===== config.mk =====
export PLATFORM = sky130hd
export DESIGN_NAME = gpr_bank
export DESIGN_NICKNAME = d
export VERILOG_FILES = /design/src/rtl/gpr_pkg.sv /design/src/rtl/gpr_clear_seq.sv /design/src/rtl/gpr_bank.sv
export SDC_FILE = /design/constraint.sdc
export NUM_CORES = 1
export LEC_CHECK = 0
export BUFFER_PORTS_ARGS = -buffer_cell sky130_fd_sc_hd__clkbuf_2
export CORE_MARGIN = 3
export CORE_UTILIZATION = 35
export CTS_CLUSTER_DIAMETER = 80
export DETAILED_ROUTE_END_ITERATION = 12
export PLACE_DENSITY = 0.48
export SYNTH_ARGS = -nofsm -noshare
export SYNTH_HDL_FRONTEND = slang
export SYNTH_SLANG_ARGS = --single-unit

===== constraint.sdc =====
create_clock -name CLK -period 3.25 [get_ports CLK]
set_input_delay 0.65 -clock CLK [delete_from_list [all_inputs] [get_ports CLK]]
set_output_delay 0.65 -clock CLK [all_outputs]
set_load 0.01 [all_outputs]

===== src/rtl/gpr_pkg.sv =====
// Shared types and helpers for the parametrised register bank.
// No logic; no latency or backpressure of its own.
package gpr_pkg;

  typedef enum logic {CLEAR, RUN} gpr_state_t;

  localparam int DEF_DATA_W = 32;
  localparam int DEF_ADDR_W = 5;

  // LSB of port k inside a packed multi-port bus of slice width w
  function automatic int rdLsb(input int port, input int width);
    return port * width;
  endfunction

endpackage


===== src/rtl/gpr_clear_seq.sv =====
// Post-reset clear sequencer: walks every entry once, then raises Ready (DEPTH edges).
// No backpressure; the write port is owned by this block until Ready.
import gpr_pkg::*;

module gpr_clear_seq #(
  parameter int ADDR_W = DEF_ADDR_W
) (
  input  logic              CLK,
  input  logic              RST_N,
  output gpr_state_t        state,
  output logic              Ready,
  output logic              clrEn,
  output logic [ADDR_W-1:0] clrAddr
);

  logic [ADDR_W-1:0] ptr;

  always_ff @(posedge CLK) begin
    if (!RST_N) begin
      state <= CLEAR;
      ptr   <= '0;
      Ready <= 1'b0;
    end else if (state == CLEAR) begin
      ptr <= ptr + 1'b1;
      if (ptr == '1) begin
        state <= RUN;
        Ready <= 1'b1;
      end
    end
  end

  // Held off during reset so the array is never touched while RST_N is low
  assign clrEn   = RST_N && (state == CLEAR);
  assign clrAddr = ptr;

endmodule


===== src/rtl/gpr_bank.sv =====
// Parametrised GPR bank: combinational reads, 1-edge writes, optional bypass; writes dropped until Ready.
// Optional GPR_BANK_TRACE_EN compiles a simulation-only register dump on every RUN edge.
import gpr_pkg::*;

module gpr_bank #(
  parameter int DATA_W   = DEF_DATA_W,
  parameter int ADDR_W   = DEF_ADDR_W,
  parameter int NUM_RD   = 2,
  parameter int ZERO_REG = 1,
  parameter int BYPASS   = 1
) (
  input  logic                     CLK,
  input  logic                     RST_N,
  input  logic                     RegWrite,
  input  logic [ADDR_W-1:0]        WriteRegisterSelect,
  input  logic [DATA_W-1:0]        WriteData,
  input  logic [NUM_RD*ADDR_W-1:0] ReadRegister,
  output logic [NUM_RD*DATA_W-1:0] DataOut,
  output logic                     Ready,
  output logic                     WriteDropped
);

  localparam int DEPTH = 2 ** ADDR_W;

  logic [DATA_W-1:0] mem [DEPTH];

  gpr_state_t        state;
  logic              clrEn;
  logic [ADDR_W-1:0] clrAddr;

  gpr_clear_seq #(.ADDR_W(ADDR_W)) uClearSeq (
    .CLK     (CLK),
    .RST_N   (RST_N),
    .state   (state),
    .Ready   (Ready),
    .clrEn   (clrEn),
    .clrAddr (clrAddr)
  );

  logic              wrZero;
  logic              wrCommit;
  logic              memWe;
  logic [ADDR_W-1:0] memAddr;
  logic [DATA_W-1:0] memData;

  assign wrZero   = (ZERO_REG != 0) && (WriteRegisterSelect == '0);
  assign wrCommit = RegWrite && (state == RUN) && !wrZero;

  // Clear and functional writes are mutually exclusive by state; clear wins the port
  assign memWe   = clrEn || (RST_N && wrCommit);
  assign memAddr = clrEn ? clrAddr : WriteRegisterSelect;
  assign memData = clrEn ? '0 : WriteData;

  always_ff @(posedge CLK) begin
    if (memWe) mem[memAddr] <= memData;
  end

  always_ff @(posedge CLK) begin
    if (!RST_N) WriteDropped <= 1'b0;
    else        WriteDropped <= RegWrite && ((state == CLEAR) || wrZero);
  end

  for (genvar k = 0; k < NUM_RD; k++) begin : gRd
    logic [ADDR_W-1:0] ra;
    logic [DATA_W-1:0] rd;

    assign ra = ReadRegister[rdLsb(k, ADDR_W) +: ADDR_W];

    always_comb begin
      rd = mem[ra];
      if ((ZERO_REG != 0) && (ra == '0))                                rd = '0;
      else if (state == CLEAR)                                          rd = '0;
      else if ((BYPASS != 0) && RegWrite && (ra == WriteRegisterSelect)) rd = WriteData;
    end

    assign DataOut[rdLsb(k, DATA_W) +: DATA_W] = rd;
  end

`ifdef GPR_BANK_TRACE_EN
`ifndef SYNTHESIS
  always @(posedge CLK) begin
    if (RST_N && (state == RUN)) begin
      $display("----------------------------------------");
      for (int a = 0; a < DEPTH; a += 4) begin
        $write("R[%0d-%0d]", a, ((a + 3) < DEPTH) ? (a + 3) : (DEPTH - 1));
        for (int b = a; (b < a + 4) && (b < DEPTH); b++) $write(" %h", mem[b]);
        $write("\n");
      end
      if (wrCommit) $display("R[%0d] %h", WriteRegisterSelect, WriteData);
    end
  end
`endif
`endif

endmodule


# Word level (Yosys, flattened, before mapping)

Memories as Yosys holds them, arrays and structs flattened.
Index checks and enable logic that the tools add are counted.

Reductions and logical operators: 14
Muxes and demuxes: 12
$add $sub $neg: 1
Equal/unequal tests: 3
Bitwise gates (word level): 1

Operators by type and width:

| kind                                        | count |
|---|---|
| two-way mux 32 bit                          | 7 |
| logical NOT 5 bit                           | 3 |
| == test 5 bit                               | 2 |
| logical AND 1 bit                           | 7 |
| adder 5 x 1 -> 5 bit, second input constant | 1 |
| == test 5 bit, second input constant        | 1 |
| two-way mux 5 bit                           | 1 |
| two-way mux 1 bit                           | 4 |
| logical OR 1 bit                            | 2 |
| AND reduction 2 bit                         | 1 |
| logical NOT 1 bit                           | 1 |
| inverter 1 bit                              | 1 |

Output and inout bits: 66
Bits in writable memories: 1024
Memories kept: 1
Word-level logic and storage cells: 36
Flip-flop bits (word level): 8

Memories:

| name | words | width | rd ports | clocked after Yosys merged registers in | write ports | line           | RTL |
|---|---|---|---|---|---|---|---|
| mem  | 32    | 32    | 2        | 0                                       | 1           | gpr_bank.sv:25 | `logic [DATA_W-1:0] mem [DEPTH];` |

# Logic depth before layout (Yosys ltp)

Depth after elaboration: 7
Gate-level depth with buffers: 9
Gate-level depth less buffers: 5

# Cells and area by module

Synthesis repeated with hierarchy kept, for this count alone.

Cells, all modules: 2664
Area, all modules: 48351.4 um^2

By module, submodules not included:

| module        | area each (um^2) | cells each | seq. area each (um^2) | times used |
|---|---|---|---|---|
| gpr_bank      | 48031.1          | 2637       | 30769.5               | 1 |
| gpr_clear_seq | 320.3            | 27         | 140.1                 | 1 |

# Worst setup path after synthesis

Ideal clock, no wire load.

Path type: input to register
Start point: in RST_N
End point: mem mem[10][0] (netlist bit) (enable)
Stages on the path: 7
Path buffers: 2
Required time: 2829 ps
Path slack: -117 ps
Setup time: 421 ps
Data arrival time: 2946 ps
Cell sequence: nand2b_1 -> clkbuf_1 -> clkbuf_1 -> nand3b_1 -> o21ai_0 -> nand2_1 -> nor2_1

Longest elaborated chain between the ends: 4

RTL lines:

| what                                        | line                                | RTL |
|---|---|---|
| from (decl)                                 | gpr_bank.sv:13                      | `input logic RST_N,` |
| logical AND 1 bit, on equally long branches | gpr_clear_seq.sv:33, gpr_bank.sv:50 |  |
| logical OR 1 bit                            | gpr_bank.sv:50                      | `assign memWe = clrEn \|\| (RST_N && wrCommit);` |
| two-way mux 1 bit                           | gpr_bank.sv:55                      | `if (memWe) mem[memAddr] <= memData;` |
| two-way mux 1 bit (implied by the code)     | gpr_bank.sv:55                      |  |
| to (decl)                                   | gpr_bank.sv:25                      |  |

Several ways; a longest one is shown, not always the timed one.

==> run summary <==
I/O pins: 116
Die X: 377 um
Area growth, synth to finish: 26.2%
worst min path class: in2reg
Worst setup SP type: register
Syn Nets: 2622
Setup TNS: -0.687 ns
H-tree lvl count: 3
Max-Cap Viols: 0
asr flop ratio synth: 0%
Synth area leader: edfxtp_1
1st-pass router iterations: 6
worst skew pair latency: 0.75 ns
gpl congestion: 0.851
Rows: 135
#FFs+latches synth: 1032
multiplexer share of the synthesized area: 24.2%
# DRC: 0
syn avg cell area: 18.8 sq um
Reg2Reg Depth: 6
# hold bufs at CTS: 0
RSZ-0062 raised after global routing: yes
leakage: 20.4 nW
compound-gate portion of the synthesized area: 7.04%
filler instances: 11692
share of the synthesized area in the top cell type: 63.8%
min-delay src: RegWrite
Cell Area, Synth: 0.0482 sq mm
chip height: 377 um
Hold Vio Cnt, Final: 0
outcome: complete, but fails checks
CTS buffer count: 113
CTS max path bufs: 3
Vias: 30840
CP Launch Point: mem[19][3]$_DFFE_PP_
setup slack after layout: -0.0952 ns
XOR/XNOR Fraction of Synth Area: 0.218%
Final HPWL DP: 113000 um
total die area: 0.142 sq mm
Final Power: 31.3 mW
simple-gate area share of the yosys netlist: 2.26%
period utilization: 103%
Routed Antenna Nets: 0
Synth area leaders: edfxtp_1 64%, mux4_2 20%, mux2i_1 3.6%
crit path DAT: 2.70 ns
vias in the first global route: 31424
VDD IR max: 0.000403 V
Synth Area in Adders: 0.0519%
antenna violations before repair: 5
Net count, final: 3097
Vias per Instance: 6.26
CP endpoint kind: output port
share of layout cells above drive strength 1: 43.1%
failing checks: negative setup slack
Reg2Reg Launch Point: uClearSeq.state$_SDFF_PN0_
Worst slew margin: 25.4%
Starting Density: 35.4%
CP required: 2.60 ns
main combinational cell family by area after synthesis: multiplexers
Post-synth EDFFs: 1024
Power per Cell Area: 515 mW/mm^2
worst slack, placed: -0.557 ns
Peak Freq: 0.299 GHz
Cells after Synth: 2570
WL final: 183000 um
main flop type after synthesis: edfxtp_1
Slew @ Worst Pin: 1.12 ns
clock skew: 0.0292 ns
first-pass GRT wire length: 250000 um
Hold Path Cell Cnt: 3
Pins Over Slew Limit: 0
worst-path maximum fanout: 2
final core utilization: 44.7%
DR iter-0 viols: 3597
clock transition at the registers of the reported paths: 0.06 ns
routed len/inst: 37.2 um
IO buf count: 115
sequential share of the synthesized area: 64.1%
number of library cell types mapped by synthesis: 54
GR Overflow Total: 0
CTS sink cnt: 1032
CTS Root Cell: clkbuf_16
Setup-failing EPs final: 13
pin count of the biggest net entering global routing: 65
Worst Setup Path Type: reg2out
post-layout min period: 3.35 ns
CTS tree: done
all-layer global routing usage: 25.3%
yosys warns: 0
Core ar.: 0.136 sq mm
[area by class of cell]
cell class	instances	area, sq um	share of cell area, %
repair buffers	575	6470	10.6
clock buffers	130	2930	4.82
diodes	1	2.50	0.00411
multi-input cells	1320	17400	28.6
well taps	1781	2230	3.66
inverters	3	13.8	0.0226
flip-flops and latches	1032	30900	50.8
clock inverters	84	915	1.50
[critical path, cell delays in order, from the launching register on]
cell and delay [ns]:
edfxtp_1 0.42, mux4_2 0.49, mux4_2 0.47, nor2b_4 0.15, a221o_1 0.30, clkbuf_2 0.14
[per-layer routing]
layer | vias up | wire [um] | global-route usage, %
li1 | 12175 | - | -
met1 | 16726 | 75000 | 34.8
met2 | 1627 | 86800 | 40.3
met3 | 312 | 15000 | 4.87
met4 | 0 | 6300 | 8.74
met5 | - | 0 | 0
[logic make-up after synthesis]
kind of cell	count (synthesis)
compound gates	469
xor+xnor	12
fa+ha+maj	2
buf+inv	218
flops	1032
mux	619
simple gates	218
[through the flow]
stage,cells,hold WS [ns],area (sq um)
final,4926,0.242,60900
after global routing,4925,0.238,60800
after CTS,4887,0.182,59800
after detailed placement,4638,0.475,54900
after global placement,4638,0.460,54900
after floorplan,2570,0.509,48200
[cells in the final DEF (no fill, tap or decap), types with 37 or more instances in the layout]
cell type / instances
edfxtp_1: 1024
mux4_2: 436
buf_4: 279
mux2i_1: 173
buf_12: 139
clkbuf_16: 125
clkbuf_2: 99
a22oi_1: 71
o22ai_1: 68
a21oi_1: 53
a221o_1: 52
o21ai_0: 42
nand3_1: 40
a221oi_2: 37
[final timing paths]
kind / end / slack (ns)
worst max register to register: mem[27][4]$_DFFE_PP_ / 0.45
worst max-delay path: DataOut[35] / -0.1
worst min register to register: uClearSeq.Ready$_SDFFE_PN0P_ / 0.50
worst min-delay path: WriteDropped$_SDFF_PN0_ / 0.24
[cells in the mapped netlist, drive strengths merged (52+ instances only)]
master  count
a21oi      71
a221o      52
a221oi     57
a22oi      83
buf        98
clkbuf    117
edfxtp   1024
mux2i     175
mux4      436
nor2       62
o21ai      82
o22ai      70
[power breakdown]
group,internal (mW),total [mW],switching (mW)
Sequential,14.8,14.8,0.0482
Clock,7.89,13.4,5.48
Combinational,1.39,3.13,1.74
Total,24.0,31.3,7.27
[sequential cells by signal (all words and copies together), names as in the netlist]
name	cells
WriteDropped	1
uClearSeq.clrAddr	5
mem	1024
uClearSeq.Ready	1
uClearSeq.state	1
[what timing repair did]
action / 4_1_cts / 5_1_grt
setup buffers: 28 / 28
gates resized for setup: 104 / 117
setup endpoints to repair: 56 / 47
pin swaps: 17 / 22
cloned: 7 / 10
No activity file was read; power rests on OpenSTA's default activity.
